==> src/rtl/ysyx_23060201_ctrl_fsm_if.sv <==
// rtl/ysyx_23060201_ctrl_fsm_if.sv - fetch/decode/LSU/writeback control bundle for the NPC sequencer
interface ysyx_23060201_ctrl_fsm_if;
  logic       ifu_rvalid;
  logic       ifu_req;
  logic       inst_wen;
  logic [6:0] inst_op;
  logic [2:0] inst_func3;
  logic [4:0] inst_rd;
  logic       lsu_req;
  logic       lsu_we;
  logic       lsu_done;
  logic       gpr_wen;
  logic       pc_wen;

  modport master (
    output ifu_req, inst_wen, lsu_req, lsu_we, gpr_wen, pc_wen,
    input  ifu_rvalid, inst_op, inst_func3, inst_rd, lsu_done
  );

  modport slave (
    input  ifu_req, inst_wen, lsu_req, lsu_we, gpr_wen, pc_wen,
    output ifu_rvalid, inst_op, inst_func3, inst_rd, lsu_done
  );
endinterface

==> src/rtl/ysyx_23060201_ctrl_fsm.sv <==
// rtl/ysyx_23060201_ctrl_fsm.sv - multi-cycle FETCH/DECODE/EXEC/MEM/WB sequencer with halt detection
// Optional performance counters: define YSYX_23060201_PERF_CNT_EN.
module ysyx_23060201_ctrl_fsm #(
  parameter int MEM_TIMEOUT = 256,
  parameter int CNT_W       = 64
) (
  input  logic                      clk,
  input  logic                      rst,
  ysyx_23060201_ctrl_fsm_if.master  bus,
  output logic [2:0]                state_o,
  output logic                      halt,
  output logic [1:0]                halt_cause
`ifdef YSYX_23060201_PERF_CNT_EN
  ,
  output logic [CNT_W-1:0]          cycle_cnt,
  output logic [CNT_W-1:0]          instret_cnt
`endif
);

  typedef enum logic [2:0] {
    S_FETCH  = 3'd0,
    S_DECODE = 3'd1,
    S_EXEC   = 3'd2,
    S_MEM    = 3'd3,
    S_WB     = 3'd4,
    S_HALT   = 3'd5
  } state_t;

  typedef enum logic [1:0] {
    C_ALU   = 2'd0,
    C_BR    = 2'd1,
    C_LOAD  = 2'd2,
    C_STORE = 2'd3
  } cls_t;

  localparam logic [15:0] TO_LAST = 16'(MEM_TIMEOUT - 1);

  state_t      state, next;
  cls_t        cls, dec_cls;
  logic        rd_nz;
  logic [1:0]  cause;
  logic [15:0] tcnt;
  logic        dec_bad;
  logic [1:0]  dec_cause;
  logic        halt_set;
  logic [1:0]  halt_code;
  logic        ifu_req_c, inst_wen_c, lsu_req_c, lsu_we_c, gpr_wen_c, pc_wen_c;

  always_comb begin
    dec_cls   = C_ALU;
    dec_bad   = 1'b0;
    dec_cause = 2'b00;
    case (bus.inst_op)
      7'b0110011, 7'b0010011, 7'b0110111,
      7'b0010111, 7'b1101111, 7'b1100111: dec_cls = C_ALU;
      7'b0000011:                         dec_cls = C_LOAD;
      7'b0100011:                         dec_cls = C_STORE;
      7'b1100011:                         dec_cls = C_BR;
      7'b1110011: begin
        // ebreak/ecall halt; other SYSTEM encodings stand in for CSR ops
        if (bus.inst_func3 == 3'b000) begin
          dec_bad   = 1'b1;
          dec_cause = 2'b01;
        end
      end
      default: begin
        dec_bad   = 1'b1;
        dec_cause = 2'b10;
      end
    endcase
  end

  always_comb begin
    next       = state;
    ifu_req_c  = 1'b0;
    inst_wen_c = 1'b0;
    lsu_req_c  = 1'b0;
    lsu_we_c   = 1'b0;
    gpr_wen_c  = 1'b0;
    pc_wen_c   = 1'b0;
    halt_set   = 1'b0;
    halt_code  = 2'b00;
    case (state)
      S_FETCH: begin
        ifu_req_c = 1'b1;
        if (bus.ifu_rvalid) begin
          inst_wen_c = 1'b1;
          next       = S_DECODE;
        end
      end
      S_DECODE: begin
        if (dec_bad) begin
          next      = S_HALT;
          halt_set  = 1'b1;
          halt_code = dec_cause;
        end else begin
          next = S_EXEC;
        end
      end
      S_EXEC: next = (cls == C_LOAD || cls == C_STORE) ? S_MEM : S_WB;
      S_MEM: begin
        lsu_req_c = 1'b1;
        lsu_we_c  = (cls == C_STORE);
        if (bus.lsu_done) begin
          next = S_WB;
        end else if (tcnt == TO_LAST) begin
          next      = S_HALT;
          halt_set  = 1'b1;
          halt_code = 2'b11;
        end
      end
      S_WB: begin
        pc_wen_c  = 1'b1;
        gpr_wen_c = (cls == C_ALU || cls == C_LOAD) && rd_nz;
        next      = S_FETCH;
      end
      S_HALT:  next = S_HALT;
      default: next = S_FETCH;
    endcase
  end

  always_ff @(posedge clk) begin
    if (rst) begin
      state <= S_FETCH;
      cls   <= C_ALU;
      rd_nz <= 1'b0;
      cause <= 2'b00;
      tcnt  <= 16'd0;
    end else begin
      state <= next;
      if (state == S_DECODE) begin
        cls   <= dec_cls;
        rd_nz <= (bus.inst_rd != 5'd0);
      end
      if (halt_set) cause <= halt_code;
      tcnt <= (state == S_MEM && next == S_MEM) ? tcnt + 16'd1 : 16'd0;
    end
  end

  // Everything is forced low while reset is held, including the fetch request.
  assign bus.ifu_req  = ifu_req_c  & ~rst;
  assign bus.inst_wen = inst_wen_c & ~rst;
  assign bus.lsu_req  = lsu_req_c  & ~rst;
  assign bus.lsu_we   = lsu_we_c   & ~rst;
  assign bus.gpr_wen  = gpr_wen_c  & ~rst;
  assign bus.pc_wen   = pc_wen_c   & ~rst;
  assign state_o      = rst ? 3'd0 : state;
  assign halt         = ~rst & (state == S_HALT);
  assign halt_cause   = rst ? 2'b00 : cause;

`ifdef YSYX_23060201_PERF_CNT_EN
  always_ff @(posedge clk) begin
    if (rst) begin
      cycle_cnt   <= '0;
      instret_cnt <= '0;
    end else begin
      if (state != S_HALT) cycle_cnt <= cycle_cnt + 1'b1;
      if (state == S_WB) instret_cnt <= instret_cnt + 1'b1;
    end
  end
`else
  logic [31:0] unused_cnt_w;
  assign unused_cnt_w = CNT_W;
`endif

endmodule
==> src/flat_wrapper.sv <==
// flat-port wrapper written by rule: the top's interface ports become plain ports
module ysyx_23060201_ctrl_fsm_flat 
#(
  parameter int MEM_TIMEOUT = 256,
  parameter int CNT_W       = 64
)
  (clk, rst, state_o, halt, halt_cause, bus_ifu_req, bus_inst_wen, bus_lsu_req, bus_lsu_we, bus_gpr_wen, bus_pc_wen, bus_ifu_rvalid, bus_inst_op, bus_inst_func3, bus_inst_rd, bus_lsu_done);
  ysyx_23060201_ctrl_fsm_if bus_i ();
  input  logic clk;
  input  logic rst;
  output logic [2:0] state_o;
  output logic halt;
  output logic [1:0] halt_cause;
  output wire logic [$bits(bus_i.ifu_req)-1:0] bus_ifu_req;
  output wire logic [$bits(bus_i.inst_wen)-1:0] bus_inst_wen;
  output wire logic [$bits(bus_i.lsu_req)-1:0] bus_lsu_req;
  output wire logic [$bits(bus_i.lsu_we)-1:0] bus_lsu_we;
  output wire logic [$bits(bus_i.gpr_wen)-1:0] bus_gpr_wen;
  output wire logic [$bits(bus_i.pc_wen)-1:0] bus_pc_wen;
  input wire logic [$bits(bus_i.ifu_rvalid)-1:0] bus_ifu_rvalid;
  input wire logic [$bits(bus_i.inst_op)-1:0] bus_inst_op;
  input wire logic [$bits(bus_i.inst_func3)-1:0] bus_inst_func3;
  input wire logic [$bits(bus_i.inst_rd)-1:0] bus_inst_rd;
  input wire logic [$bits(bus_i.lsu_done)-1:0] bus_lsu_done;
  assign bus_ifu_req = bus_i.ifu_req;
  assign bus_inst_wen = bus_i.inst_wen;
  assign bus_lsu_req = bus_i.lsu_req;
  assign bus_lsu_we = bus_i.lsu_we;
  assign bus_gpr_wen = bus_i.gpr_wen;
  assign bus_pc_wen = bus_i.pc_wen;
  assign bus_i.ifu_rvalid = bus_ifu_rvalid;
  assign bus_i.inst_op = bus_inst_op;
  assign bus_i.inst_func3 = bus_inst_func3;
  assign bus_i.inst_rd = bus_inst_rd;
  assign bus_i.lsu_done = bus_lsu_done;
  ysyx_23060201_ctrl_fsm #(.MEM_TIMEOUT(MEM_TIMEOUT), .CNT_W(CNT_W)) u_core (.clk(clk), .rst(rst), .bus(bus_i), .state_o(state_o), .halt(halt), .halt_cause(halt_cause));
endmodule
==> config.mk <==
export PLATFORM = sky130hd
export DESIGN_NAME = ysyx_23060201_ctrl_fsm_flat
export DESIGN_NICKNAME = d
export VERILOG_FILES = /design/src/rtl/ysyx_23060201_ctrl_fsm_if.sv /design/src/rtl/ysyx_23060201_ctrl_fsm.sv /design/src/flat_wrapper.sv
export SDC_FILE = /design/constraint.sdc
export NUM_CORES = 1
export LEC_CHECK = 0
export BUFFER_PORTS_ARGS = -buffer_cell sky130_fd_sc_hd__buf_2
export CAP_MARGIN = 5
export CORE_UTILIZATION = 48
export CTS_CLUSTER_SIZE = 12
export DETAILED_ROUTE_END_ITERATION = 10
export PLACE_DENSITY = 0.78
export SLEW_MARGIN = 10
export SYNTH_ARGS = -nofsm -noshare
export SYNTH_HDL_FRONTEND = slang
export SYNTH_SLANG_ARGS = --single-unit
==> constraint.sdc <==
create_clock -name clk -period 2.1 [get_ports clk]
set_input_delay 0.105 -clock clk [delete_from_list [all_inputs] [get_ports clk]]
set_output_delay 0.105 -clock clk [all_outputs]
set_load 0.05 [all_outputs]
==> impl.org <==
** Place
- Port Buf Inserts :: 30
- Area post-placement :: 0.00146 sq mm
- Counting tap cells, the placed design contains a total of 210 instances.
- Detailed placement finished with a half-perimeter wire length of 2050 microns.
- At the end of routability-driven placement, the weighted congestion stood at 0.796.

** Yosys
- Ys async rst share :: 0
- Most frequently used flop master after synthesis :: dfxtp_1
- Ranked by total cell area, the synthesized netlist is headed by dfxtp_1 (37%), nor2_1 (7.5%), xnor2_1 (7.4%), nor2b_1 (2.9%), nand3_1 (2.7%).
- Synthesis inferred 24 register bits.
- Syn_nets :: 176
- Warnings from Yosys :: 0
- nor2_1 is the most common cell in the netlist.
- Share of the yosys chip area belonging to registers :: 0.368
- Number of enable-type register cells in the synthesized netlist :: 0
- Leading area contributor after synthesis :: dfxtp_1
- Share of the synthesized area in the top cell type :: 0.368
- Netlist Area Pre-Place :: 0.00131 sq mm
- The number of different library cells used by synthesis comes to 45.
- Counting instances in the post-synthesis netlist gives the leading cell types as nor2_1 (26), dfxtp_1 (24), xnor2_1 (11).
- Post-synthesis instance total :: 156
- After synthesis, the mean cell area works out to 8.37 sq um.

** Die
- Area inside the core boundary :: 0.00252 sq mm
- Number of I/O pins :: 31
- The floorplan step set the die width to 54.2 microns.
- For this configuration, the core starts out at a cell density of 0.518.
- Measured along the y axis, the die boundary spans 54.2 microns.
- The die covers 0.00293 sq mm.
- Number of rows in the core area :: 18

** GRT
- For this run, global-route usage on met1 was measured as 0.274.
- Number of global-route vias before repair :: 1033
- The number of antenna violations at the first check in global routing was 0.
- The total overflow left after global routing is 0.
- For this run, the total global-route usage over all layers was measured as 0.208.
- For this run, global-route usage on met2 was measured as 0.337.
- GR Layer Usage met3 :: 0.0593
- After global routing, the most crowded layer is met2.
- Entering global routing, the biggest net connects 17 pins.
- The first global-routing pass estimated 4430 microns of wire.

** Job
- Max-cap violations in this run came to 0.

** Setup path
- The number of buffers and inverters on the critical path is 1.
- Number of cell instances on the worst register-to-register path :: 6
- At the worst endpoint, the arrival time is 1690 ps.
- Max stage delay on crit path :: 530 ps
- Setup slack, reg-to-reg :: 320 ps
- Category of the worst setup path capture point :: output pin
- The worst setup path is launched from a flip-flop.
- The critical path goes through nand2b_1, nor3_2, and3b_1, buf_2.
- The worst register-to-register path ends at u_core.tcnt[7].
- Data required time of the critical path :: 2000 ps
- The worst register-to-register path begins at u_core.tcnt[0].
- Maximum fanout along the worst path :: 10
- Critical path start-end classification :: flip-flop to output pin
- Among all stages on the critical path, the largest delay is contributed by dfxtp_1.
- Broken down by cell family, the worst path's largest delay share belongs to simple AND/OR/NAND/NOR gates.

** Pwr
- Switching power as a share of total power :: 0.282
- Total power :: 872 uW
- Combinational Power Share :: 0.166
- Power spread over the standard cell area amounts to 583 mW/mm^2.
- In this run the power spent charging and discharging nets is 246 uW.
- Sequential cell fraction of total power :: 0.555
- VDD IR max :: 453 uV
- In this run the static leakage power is 0.545 nW.
- Of the total power, the clock network draws 0.278.
- Pint :: 626 uW

** Clock tree
- Clock root buffer master :: clkbuf_4
- Once the clock tree was built, the resizer swapped 0 gates to a different size.
- Buffers inserted during clock tree synthesis total 3.
- In this run the number of H-tree levels came out at 1.
- Number of buffers on the longest clock path :: 2
- Clock Sink Count :: 24
- Clk_lat worst skew :: 320 ps
- Setup fix buffers added after clock tree synthesis :: 0
- Post-CTS Hold Buffers :: 0
- TritonCTS built the clock tree.
- Clock slew at the register clock pins of the worst setup and hold paths :: 130 ps

** Timing
- The clock arrives with 9.20 ps of skew.
- The final max-slew violation count was 0.
- For the pin with the worst max-slew slack, the measured transition is 516 ps.
- Endpoints failing setup :: 0
- Clock period minus worst slack :: 1790 ps
- Post-route clock period utilization :: 0.853
- Final hold viol count :: 0
- Headroom to the max-slew limit came out at 0.655.
- For the final routed database, the setup TNS stands at 0 ps.
- Timing would allow up to 0.558 GHz.
- Setup repair after global routing left no endpoint under its margin.

** Route
- Average wire length per cell after detail routing :: 12.6 microns
- Routed via count divided by cell count :: 5.47
- The first detailed-routing pass ran for 4 iterations.
- The first routing iteration left 18 violations.
- In the routed design, unresolved DRC markers number 0.
- Summed over all layers, the routed wires come to 2690 microns.
- In this run the remaining antenna-violating nets after routing total 0.
- The routed layout has 1171 vias.

** Final layout
- From synthesis to final layout, the design area changed by 14.6%.
- Number of inserted diodes :: 0
- In the final layout, the share of cells above drive strength 1 is 0.234.
- Once layout is complete, the cells apart from fillers number 214.
- Layout filler cell count :: 243
- After the last flow step, the layout net total stands at 205.
- Area of all placed cells without fillers :: 0.00150 sq mm

** Min path
- The min-delay analysis places its worst path in the category input pin to flip-flop.
- The worst hold path was traced through 3 stages.
- Hold Crit Endpoint :: u_core.cls[0]
- Startpoint of the worst hold path :: bus_inst_op[5]

** Run status
- Run status :: completed
## layout make-up
cell class | instances | area, sq um | area share
inverters | 4 | 15.0 | 0.0100
well taps | 30 | 37.5 | 0.0251
multi-input cells | 121 | 769 | 0.514
flip-flops and latches | 24 | 480 | 0.321
clock buffers | 4 | 36.3 | 0.0242
repair buffers | 31 | 158 | 0.105
## power by group through the flow
stage,Sequential [mW],Clock (mW),Combinational (mW)
floorplan,0.479,0,0.117
global placement,0.493,0,0.140
detailed placement,0.494,0,0.144
CTS,0.483,0.247,0.144
global route,0.486,0.269,0.157
finish,0.484,0.242,0.145
## worst max-delay path by stage
stage	slack, ps	depth (start not counted)	end	from
after global routing	190	6	u_core.tcnt[8]	u_core.tcnt[0]
after global placement	420	5	u_core.tcnt[3]	u_core.tcnt[12]
final	310	4	bus_gpr_wen	u_core.state[2]
after floorplan	20	3	bus_inst_wen	u_core.state[2]
after detailed placement	370	6	u_core.tcnt[7]	u_core.tcnt[0]
after CTS	340	6	u_core.tcnt[7]	u_core.tcnt[0]
## sequential cells by signal, indices dropped and copies added, names as in the netlist
| register | count |
|---|---|
| u_core.cls | 2 |
| u_core.tcnt | 16 |
| u_core.rd_nz | 1 |
| u_core.cause | 2 |
| u_core.state | 3 |
## kinds of logic after synthesis
logic type | after synthesis | synth area share
and+or+nand+nor | 86 | 0.377
DFF | 24 | 0.368
AOI/OAI and AO/OA | 20 | 0.0977
xor gates and xnor gates | 13 | 0.0872
buffers and inverters | 11 | 0.0517
muxes | 1 | 0.00862
adders and majority gates | 1 | 0.00958
## routing by layer
metal  part of all wire  vias up
li1                   -      611
met1               0.51      539
met2               0.46       19
met3              0.032        2
met4             0.0037        0
met5                  0        -
## through the flow
step / hold slack, ps / util / setup WS, ps
floorplan: 206 / - / 18.4
global route: 58.0 / 0.593 / 189
finish: 73.4 / 0.593 / 309
detailed placement: 410 / 0.579 / 368
global placement: 395 / 0.579 / 425
CTS: 67.1 / 0.593 / 345
## worst register-to-register path: cells and delay by family, from the launching register on
family / cells / cell delay (ps)
buffers and inverters: 1 / 200
adder cells (fa/ha/maj): 1 / 240
AND/OR/NAND/NOR: 4 / 850
flip-flops: 1 / 390
## cell usage in the layout (no fill, tap or decap), types with 2 or more instances in the layout
master	count
nor3_1	3
xor2_1	2
inv_1	4
nand3_1	7
a21oi_1	4
nand2b_1	3
nor4_1	4
nand4b_1	2
dfxtp_1	24
a31oi_1	3
o21ai_0	6
buf_2	30
or3_1	2
nand4_1	4
clkbuf_4	3
nand2_1	9
nor2_1	26
or4_1	2
nor4b_1	2
xnor2_1	11
nor2b_1	6
and3_1	2
No activity file was read; power rests on OpenSTA's default activity.
